==> src/rtl/sram_host_ctrl_pkg.sv <==
// Shared encoding for the SRAM host controller: FSM states, opcodes and word geometry.
package sram_ctrl_pkg;
  localparam int ADDR_W_DEF = 5;
  localparam int DATA_W_DEF = 32;
  localparam int NBYTES     = DATA_W_DEF / 8;

  localparam logic [1:0] OP_WRITE = 2'b00;
  localparam logic [1:0] OP_READ  = 2'b01;
  localparam int         DPU_FLAG = 7;

  typedef enum logic [3:0] {
    IDLE,
    WR_COL,
    WR_MEM,
    RD_MEM,
    RD_CAP,
    RD_SEND,
    DPU_START,
    DPU_FEED,
    DPU_CAL,
    DPU_WB
  } state_t;
endpackage

==> src/rtl/sram_host_ctrl_if.sv <==
// Pin-level byte interface: command/data bytes in, read-data bytes out.
interface sram_host_ctrl_if;
  logic [7:0] cmd_in;
  logic       cmd_valid;
  logic       cmd_ready;
  logic [7:0] dout;
  logic       dout_valid;
  logic       dout_ready;

  modport slave (
    input  cmd_in, cmd_valid, dout_ready,
    output cmd_ready, dout, dout_valid
  );

  modport master (
    output cmd_in, cmd_valid, dout_ready,
    input  cmd_ready, dout, dout_valid
  );
endinterface

==> src/rtl/sram_host_ctrl_byte_word_pack.sv <==
// LSB-first byte/word packer: assembles write words and serialises read words
// through one shift register and a shared byte counter.
module byte_word_pack
  import sram_ctrl_pkg::*;
#(
  parameter int DATA_W = DATA_W_DEF
) (
  input  logic              clk,
  input  logic              rst,
  input  logic              clear,
  input  logic              shift_in,
  input  logic              load,
  input  logic              shift_out,
  input  logic [7:0]        byte_in,
  input  logic [DATA_W-1:0] load_word,
  output logic [DATA_W-1:0] word,
  output logic              last
);
  logic [1:0] cnt;

  assign last = (cnt == 2'(NBYTES - 1));

  // Both directions shift right, so byte 0 always sits in word[7:0].
  always_ff @(posedge clk or posedge rst) begin
    if (rst) begin
      word <= '0;
      cnt  <= '0;
    end else if (clear) begin
      cnt <= '0;
    end else if (load) begin
      word <= load_word;
      cnt  <= '0;
    end else if (shift_in) begin
      word <= {byte_in, word[DATA_W-1:8]};
      cnt  <= cnt + 2'd1;
    end else if (shift_out) begin
      word <= {8'h00, word[DATA_W-1:8]};
      cnt  <= cnt + 2'd1;
    end
  end
endmodule

==> src/rtl/sram_host_ctrl.sv <==
// Command front-end and SRAM sequencer: byte-wide word write/read plus the
// fixed load/feed/compute/write-back schedule for the downstream dpu.
module sram_host_ctrl
  import sram_ctrl_pkg::*;
#(
  parameter int ADDR_W = ADDR_W_DEF,
  parameter int DATA_W = DATA_W_DEF
) (
  input  logic                 clk,
  input  logic                 rst,
  sram_host_ctrl_if.slave      host,
  output logic                 busy,
  output logic                 sram_en,
  output logic                 sram_we,
  output logic [ADDR_W-1:0]    sram_addr,
  output logic [DATA_W-1:0]    sram_wdata,
  input  logic [DATA_W-1:0]    sram_rdata,
  output logic                 dpu_load_cmd,
  output logic                 requst_valid,
  output logic [7:0]           nxt_cmd,
  input  logic [DATA_W-1:0]    dpu_result
);
  state_t            state;
  logic [7:0]        cmd_q;
  logic [DATA_W-1:0] word;
  logic              pk_last;
  logic              accept;
  logic [1:0]        op;

  assign accept  = host.cmd_valid & host.cmd_ready;
  assign op      = host.cmd_in[6:5];
  assign nxt_cmd = cmd_q;
  assign host.dout = word[7:0];
  // dpu_result is registered by the dpu on the edge entering DPU_WB, so it is muxed, not latched.
  assign sram_wdata = (state == DPU_WB) ? dpu_result : word;

  byte_word_pack #(.DATA_W(DATA_W)) u_pack (
    .clk       (clk),
    .rst       (rst),
    .clear     ((state == IDLE) & accept),
    .shift_in  ((state == WR_COL) & host.cmd_valid),
    .load      (state == RD_CAP),
    .shift_out ((state == RD_SEND) & host.dout_ready),
    .byte_in   (host.cmd_in),
    .load_word (sram_rdata),
    .word      (word),
    .last      (pk_last)
  );

  always_ff @(posedge clk or posedge rst) begin
    if (rst) begin
      state           <= IDLE;
      cmd_q           <= '0;
      host.cmd_ready  <= 1'b0;
      host.dout_valid <= 1'b0;
      busy            <= 1'b0;
      sram_en         <= 1'b0;
      sram_we         <= 1'b0;
      sram_addr       <= '0;
      dpu_load_cmd    <= 1'b0;
      requst_valid    <= 1'b0;
    end else begin
      case (state)
        IDLE: begin
          host.cmd_ready <= 1'b1;
          if (accept) begin
            cmd_q     <= host.cmd_in;
            sram_addr <= host.cmd_in[ADDR_W-1:0];
            if (host.cmd_in[DPU_FLAG]) begin
              state          <= DPU_START;
              host.cmd_ready <= 1'b0;
              busy           <= 1'b1;
              dpu_load_cmd   <= 1'b1;
              sram_en        <= 1'b1;
              sram_we        <= 1'b0;
            end else if (op == OP_WRITE) begin
              state <= WR_COL;
              busy  <= 1'b1;
            end else if (op == OP_READ) begin
              state          <= RD_MEM;
              host.cmd_ready <= 1'b0;
              busy           <= 1'b1;
              sram_en        <= 1'b1;
              sram_we        <= 1'b0;
            end
          end
        end
        WR_COL: begin
          if (host.cmd_valid && pk_last) begin
            state          <= WR_MEM;
            host.cmd_ready <= 1'b0;
            sram_en        <= 1'b1;
            sram_we        <= 1'b1;
          end
        end
        WR_MEM: begin
          state          <= IDLE;
          sram_en        <= 1'b0;
          sram_we        <= 1'b0;
          host.cmd_ready <= 1'b1;
          busy           <= 1'b0;
        end
        RD_MEM: begin
          state   <= RD_CAP;
          sram_en <= 1'b0;
        end
        RD_CAP: begin
          state           <= RD_SEND;
          host.dout_valid <= 1'b1;
        end
        RD_SEND: begin
          if (host.dout_ready && pk_last) begin
            state           <= IDLE;
            host.dout_valid <= 1'b0;
            host.cmd_ready  <= 1'b1;
            busy            <= 1'b0;
          end
        end
        DPU_START: begin
          state        <= DPU_FEED;
          dpu_load_cmd <= 1'b0;
          sram_en      <= 1'b0;
          requst_valid <= 1'b1;
        end
        DPU_FEED: begin
          state        <= DPU_CAL;
          requst_valid <= 1'b0;
        end
        DPU_CAL: begin
          state        <= DPU_WB;
          requst_valid <= 1'b1;
          sram_en      <= 1'b1;
          sram_we      <= 1'b1;
        end
        DPU_WB: begin
          state          <= IDLE;
          requst_valid   <= 1'b0;
          sram_en        <= 1'b0;
          sram_we        <= 1'b0;
          host.cmd_ready <= 1'b1;
          busy           <= 1'b0;
        end
        default: state <= IDLE;
      endcase
    end
  end
endmodule

==> src/flat_wrapper.sv <==
// flat-port wrapper written by rule: the top's interface ports become plain ports
module sram_host_ctrl_flat import sram_ctrl_pkg::*;
#(
  parameter int ADDR_W = ADDR_W_DEF,
  parameter int DATA_W = DATA_W_DEF
)
  (clk, rst, busy, sram_en, sram_we, sram_addr, sram_wdata, sram_rdata, dpu_load_cmd, requst_valid, nxt_cmd, dpu_result, host_cmd_in, host_cmd_valid, host_dout_ready, host_cmd_ready, host_dout, host_dout_valid);
  sram_host_ctrl_if host_i ();
  input  logic clk;
  input  logic rst;
  output logic busy;
  output logic sram_en;
  output logic sram_we;
  output logic [ADDR_W-1:0] sram_addr;
  output logic [DATA_W-1:0] sram_wdata;
  input  logic [DATA_W-1:0] sram_rdata;
  output logic dpu_load_cmd;
  output logic requst_valid;
  output logic [7:0] nxt_cmd;
  input  logic [DATA_W-1:0] dpu_result;
  input wire logic [$bits(host_i.cmd_in)-1:0] host_cmd_in;
  input wire logic [$bits(host_i.cmd_valid)-1:0] host_cmd_valid;
  input wire logic [$bits(host_i.dout_ready)-1:0] host_dout_ready;
  output wire logic [$bits(host_i.cmd_ready)-1:0] host_cmd_ready;
  output wire logic [$bits(host_i.dout)-1:0] host_dout;
  output wire logic [$bits(host_i.dout_valid)-1:0] host_dout_valid;
  assign host_i.cmd_in = host_cmd_in;
  assign host_i.cmd_valid = host_cmd_valid;
  assign host_i.dout_ready = host_dout_ready;
  assign host_cmd_ready = host_i.cmd_ready;
  assign host_dout = host_i.dout;
  assign host_dout_valid = host_i.dout_valid;
  sram_host_ctrl #(.ADDR_W(ADDR_W), .DATA_W(DATA_W)) u_core (.clk(clk), .rst(rst), .host(host_i), .busy(busy), .sram_en(sram_en), .sram_we(sram_we), .sram_addr(sram_addr), .sram_wdata(sram_wdata), .sram_rdata(sram_rdata), .dpu_load_cmd(dpu_load_cmd), .requst_valid(requst_valid), .nxt_cmd(nxt_cmd), .dpu_result(dpu_result));
endmodule
==> config.mk <==
export PLATFORM = sky130hd
export DESIGN_NAME = sram_host_ctrl_flat
export DESIGN_NICKNAME = d
export VERILOG_FILES = /design/src/rtl/sram_host_ctrl_pkg.sv /design/src/rtl/sram_host_ctrl_if.sv /design/src/rtl/sram_host_ctrl_byte_word_pack.sv /design/src/rtl/sram_host_ctrl.sv /design/src/flat_wrapper.sv
export SDC_FILE = /design/constraint.sdc
export NUM_CORES = 1
export LEC_CHECK = 0
export CORE_UTILIZATION = 43
export CTS_CLUSTER_SIZE = 40
export DETAILED_ROUTE_END_ITERATION = 7
export GPL_ROUTABILITY_DRIVEN = 0
export MAX_ROUTING_LAYER = met4
export PLACE_DENSITY = 0.81
export SLEW_MARGIN = 20
export SYNTH_ARGS = -nofsm -noshare
export SYNTH_HDL_FRONTEND = slang
export SYNTH_SLANG_ARGS = --single-unit
==> constraint.sdc <==
create_clock -name clk -period 2.45 [get_ports clk]
set_clock_uncertainty 0.15 [all_clocks]
set_input_delay 0.3675 -clock clk [delete_from_list [all_inputs] [get_ports clk]]
set_output_delay 0.3675 -clock clk [all_outputs]
set_load 0.01 [all_outputs]
# Yosys cells after proc, flatten, opt, wreduce, memory -nomap -nowiden

Cells that the tools add are included.

Bits in registers: 58
Latch bits: 0
RAM bits: 0
Memory bits (read-only): 0
Output and inout bits: 60
Memories kept: 0

$add $sub $neg: 1
Multipliers: 0
Divide/modulo/power cells: 0
Magnitude comparators: 0
Equality and inequality tests: 18
Shift-type cells: 0
Mux-type cells: 43
Bitwise gates (word level): 5
Reductions and logical operators: 26

Operators with widths:

| operator           | count |
|---|---|
| $mux 32            | 4 |
| $pmux 4 s8         | 1 |
| $mux 4             | 6 |
| $mux 1             | 21 |
| $eq 4x3->1 const B | 4 |
| $reduce_bool 4->1  | 4 |
| $pmux 1 s4         | 3 |
| $reduce_and 5->1   | 2 |
| $eq 4x2->1 const B | 2 |
| $eq 4x4->1 const B | 2 |
| $mux 2             | 4 |
| $reduce_and 4->1   | 2 |
| $ne 2x2->1 const B | 3 |
| $ne 3x3->1 const B | 2 |
| $pmux 1 s2         | 3 |
| $reduce_and 2->1   | 3 |
| $reduce_and 3->1   | 2 |
| $reduce_bool 2->1  | 3 |
| $reduce_bool 3->1  | 2 |
| $reduce_or 2->1    | 3 |
| $and 1x1->1        | 4 |
| $eq 4x1->1 const B | 1 |
| $logic_not 4->1    | 1 |
| $ne 4x4->1 const B | 1 |
| other kinds (9)    | 10 |

# Longest topological paths before layout

Depth in word-level cells: 6
Depth in mapped cells: 7

# Modules after synthesis

From an unflattened synthesis, not the netlist that was laid out.

Cells, all modules: 271
Area, all modules: 3427.0 sq um

Modules (own cells, without submodules):

| module         | times used | cells an instance | area an instance (sq um) |
|---|---|---|---|
| byte_word_pack | 1          | 119               | 1725.4 |
| sram_host_ctrl | 1          | 152               | 1701.6 |

# Least setup slack after synthesis

No wires, ideal clock.

Path type: flip-flop to output port
Start point: register u_core.state[2]
End point: output port sram_wdata[0]
Data arrival time: 1.565 ns
Data required time: 1.933 ns
Path slack: 0.368 ns
Cell stages (with the launch flop): 6
Path through: dfrtp_1 buf_2 nand2b_1 nor2_1 buf_2 mux2_1

Word-level cells in the longest chain between the ends: 2

RTL lines:

| element                | RTL line             | RTL |
|---|---|---|
| from (decl)            | sram_host_ctrl.sv:23 | `state_t state;` |
| from (signal assigned) | sram_host_ctrl.sv:52 | `state <= IDLE;` |
| from (signal assigned) | sram_host_ctrl.sv:70 | `state <= DPU_START;` |
| from (signal assigned) | sram_host_ctrl.sv:77 | `state <= WR_COL;` |
| $eq 4x4->1             | sram_host_ctrl.sv:35 | `assign sram_wdata = (state == DPU_WB) ? dpu_result : word;` |
| $mux 32                | sram_host_ctrl.sv:35 |  |
| to (decl)              | flat_wrapper.sv:15   | `output logic [DATA_W-1:0] sram_wdata;` |

No other way between the ends.

# Worst setup path after layout

Start point: register u_core.state[1]
End point: output port sram_wdata[14]

The elaborated chain is that of the path after synthesis.

==> out/metrics.cfg <==
[timing]
worst_slack_ps=53.23
period_share_pct=97.83
max_freq_ghz=0.4172
min_period_ps=2397
maxSlewViolCount=0
max_slew_margin_pct=64.82
hold_viol=0
tightest_slew_ps=526.7
finalSetupTns_ps=0
setup_viol=0

[drt]
drt_pre_antenna_iters=4
routed-via-count=2663
wl_per_cell_um=17.44
drt_iter0_markers=87
viasPerCell=5.273
totalWireLength_mm=8.809
drc=0
ant_nets=0

[yosys]
synth.largest_area_cell=dfrtp_1
synth_top_cell_area_share_pct=40.78
synthArstFlopShare_pct=100.0
post-synth-top-count-cell=dfrtp_1
yosysUniqueCellTypes=46
synthTopCellsByArea=dfrtp_1, mux2_2, mux2_4
ys.warnings.count=0
synth_edf_count=0
avgSynthCellArea_um2=11.53
ys.flop_type=dfrtp_1
netlist_area_um2=3252
ys_seq_elements=53
synth_nets=359
ys_seq_area_share_pct=40.78
synthCells=282
synth_common_cells=dfrtp_1, mux2_2, nand2_1

[grt]
grt_max_degree=41
grt_pass1_vias=2560
gr-total-overflow=0
grt_pass1_wl_mm=12.67
gr-usage-all-layers_pct=21.71
antenna_found_initial=0

[power]
power.net_switching_mw=1.956
leakage_nw=2.159
powerDensity_nw_per_um2=1129
clkPwrFrac_pct=9.4
p_comb_share_pct=60.3
p_int_mw=3.444
power_switching_share_pct=36.22
p_seq_share_pct=30.3
max-vdd-ir-drop_mv=0.5253

[worst_hold_path]
hold_path_class=in -> async

[worst_setup_path]
r2r_cells=7
crit_path_max_fanout=8
required_ps=1930
end_kind=output port
crit_arrival_ps=1880
critPathLaunchType=register
criticalPathCategory=reg -> out

[cts]
clkTransAtPathRegs_ps=90
cts-root-buf=clkbuf_8
cts_hold_buffers=0
cts.htree.levels=2
cts.sinks=53
clk_path_buf_depth=2
clk_latency_ps=300
cts_tree=done
numCtsBuffers=5

[final_layout]
layout.cells.non_filler=505
fin_nets=483
area_growth_pct=47.13
fill_cells=575
drive_above_1_share_pct=23.89
diodes=0

[floorplanning]
start_util_pct=44.60
die_x_um=88.96
fp-row-count=31
die_area_um2=7914
die_h_um=88.96
coreArea_um2=7292
ioPinCount=136

[place]
hpwl_mm=6.322
io_buffers=135
dp.cells=493
dp_slack_ps=156.1

[status]
status=finished, final reports clean

[flow_run]
maxCapViolations=0

-- final timing paths --
check | from | to | slack [ps]
setup / recovery | u_core.state[1]$_DFFE_PP0P_ | sram_wdata[14] | 50
hold / removal | rst | u_core.u_pack.word[16]$_DFFE_PP0P_ | 180
setup reg to reg | u_core.state[1]$_DFFE_PP0P_ | u_core.u_pack.word[5]$_DFFE_PP0P_ | 120
hold reg to reg | u_core.nxt_cmd[5]$_DFFE_PP0P_ | u_core.nxt_cmd[5]$_DFFE_PP0P_ | 350
max in group asynchronous | rst | u_core.u_pack.word[27]$_DFFE_PP0P_ | 1430
min in group clk | u_core.nxt_cmd[5]$_DFFE_PP0P_ | u_core.nxt_cmd[5]$_DFFE_PP0P_ | 350
-- per-layer routing --
metal	track usage [%]	vias to the layer above	share of wire [%]
met4	3.608	0	0.90
met1	26.62	1283	42
met2	37.55	124	49
met3	4.709	9	8.2
li1	-	1247	-
met5	-	-	0
-- area by class of cell --
type,instances,area [µm²],share of cell area (%)
clock buffer,6,82.58,1.726
clock inverter,1,7.507,0.1569
inverter,3,11.26,0.2354
tap,99,123.9,2.589
sequential,53,1326,27.72
timing repair buffer,149,1513,31.62
multi-input combinational,194,1720,35.96
-- power by group through the flow --
stage	registers (mW)	clock network (mW)	logic (mW)
6_report	1.64	0.506	3.26
5_1_grt	1.68	0.554	3.53
4_1_cts	1.63	0.521	3.22
3_5_place_dp	1.64	0	3.39
3_3_place_gp	1.63	0	3.31
2_1_floorplan	1.58	0	2.15
-- cells by family after synthesis --
family                   synth area share [%]
multiplexers                            31.28
AO/OA/AOI/OAI                           11.27
flip-flops                              40.78
buffers and inverters                   7.041
AND/OR/NAND/NOR                         8.965
adder cells (fa/ha/maj)                0.3847
XOR/XNOR                               0.2694
-- flip-flops by register name (all words and copies together), names as in the netlist --
register,cells
u_core.u_pack.word,32
u_core.nxt_cmd,4
u_core.sram_addr,4
u_core.state,4
u_core.u_pack.cnt,2
u_core.busy,1
u_core.dpu_load_cmd,1
u_core.host.cmd_ready,1
u_core.host.dout_valid,1
u_core.requst_valid,1
u_core.sram_en,1
u_core.sram_we,1
-- through the flow --
stage          total power, mW  util, %  cell area [µm²]  hold WS [ps]
6_report                 5.400    65.61             4785         184.9
4_1_cts                  5.372    64.57             4708         191.5
3_5_place_dp             5.027    63.74             4648         319.2
3_3_place_gp             4.940    63.74             4648         318.8
2_1_floorplan            3.736        -             3252         310.2
5_1_grt                  5.764    65.61             4785         208.6
-- critical path, stage by stage (launching register included) --
cell and delay, ps:
dfrtp_1 400, nand2b_4 160, nor2_4 220, buf_6 190
mux2_2 330, dlygate4sd2_1 280
-- what timing repair did --
action	CTS	global route
setup buffers	0	2
gates resized for setup	34	37
gates cloned	0	3
pin swaps	0	1
setup endpoints to repair	32	32
-- layout by cell type, fill, tap and decap left out, types with 3 or more instances in the layout --
cell type,Yosys,routed
clkdlybuf4s50_1,0,103
dfrtp_1,53,53
mux2_2,35,35
nand2_1,31,31
mux2_1,26,26
mux2_4,20,20
clkdlybuf4s15_1,0,20
o21ai_0,9,9
a21o_1,9,9
a22o_1,9,9
clkbuf_2,0,8
a21oi_1,6,6
clkbuf_8,0,6
buf_4,15,6
nor2_1,6,5
buf_12,0,5
dlygate4sd2_1,0,4
nor2b_1,3,3
mux2i_1,3,3
Power figures use the tool's default switching activity.
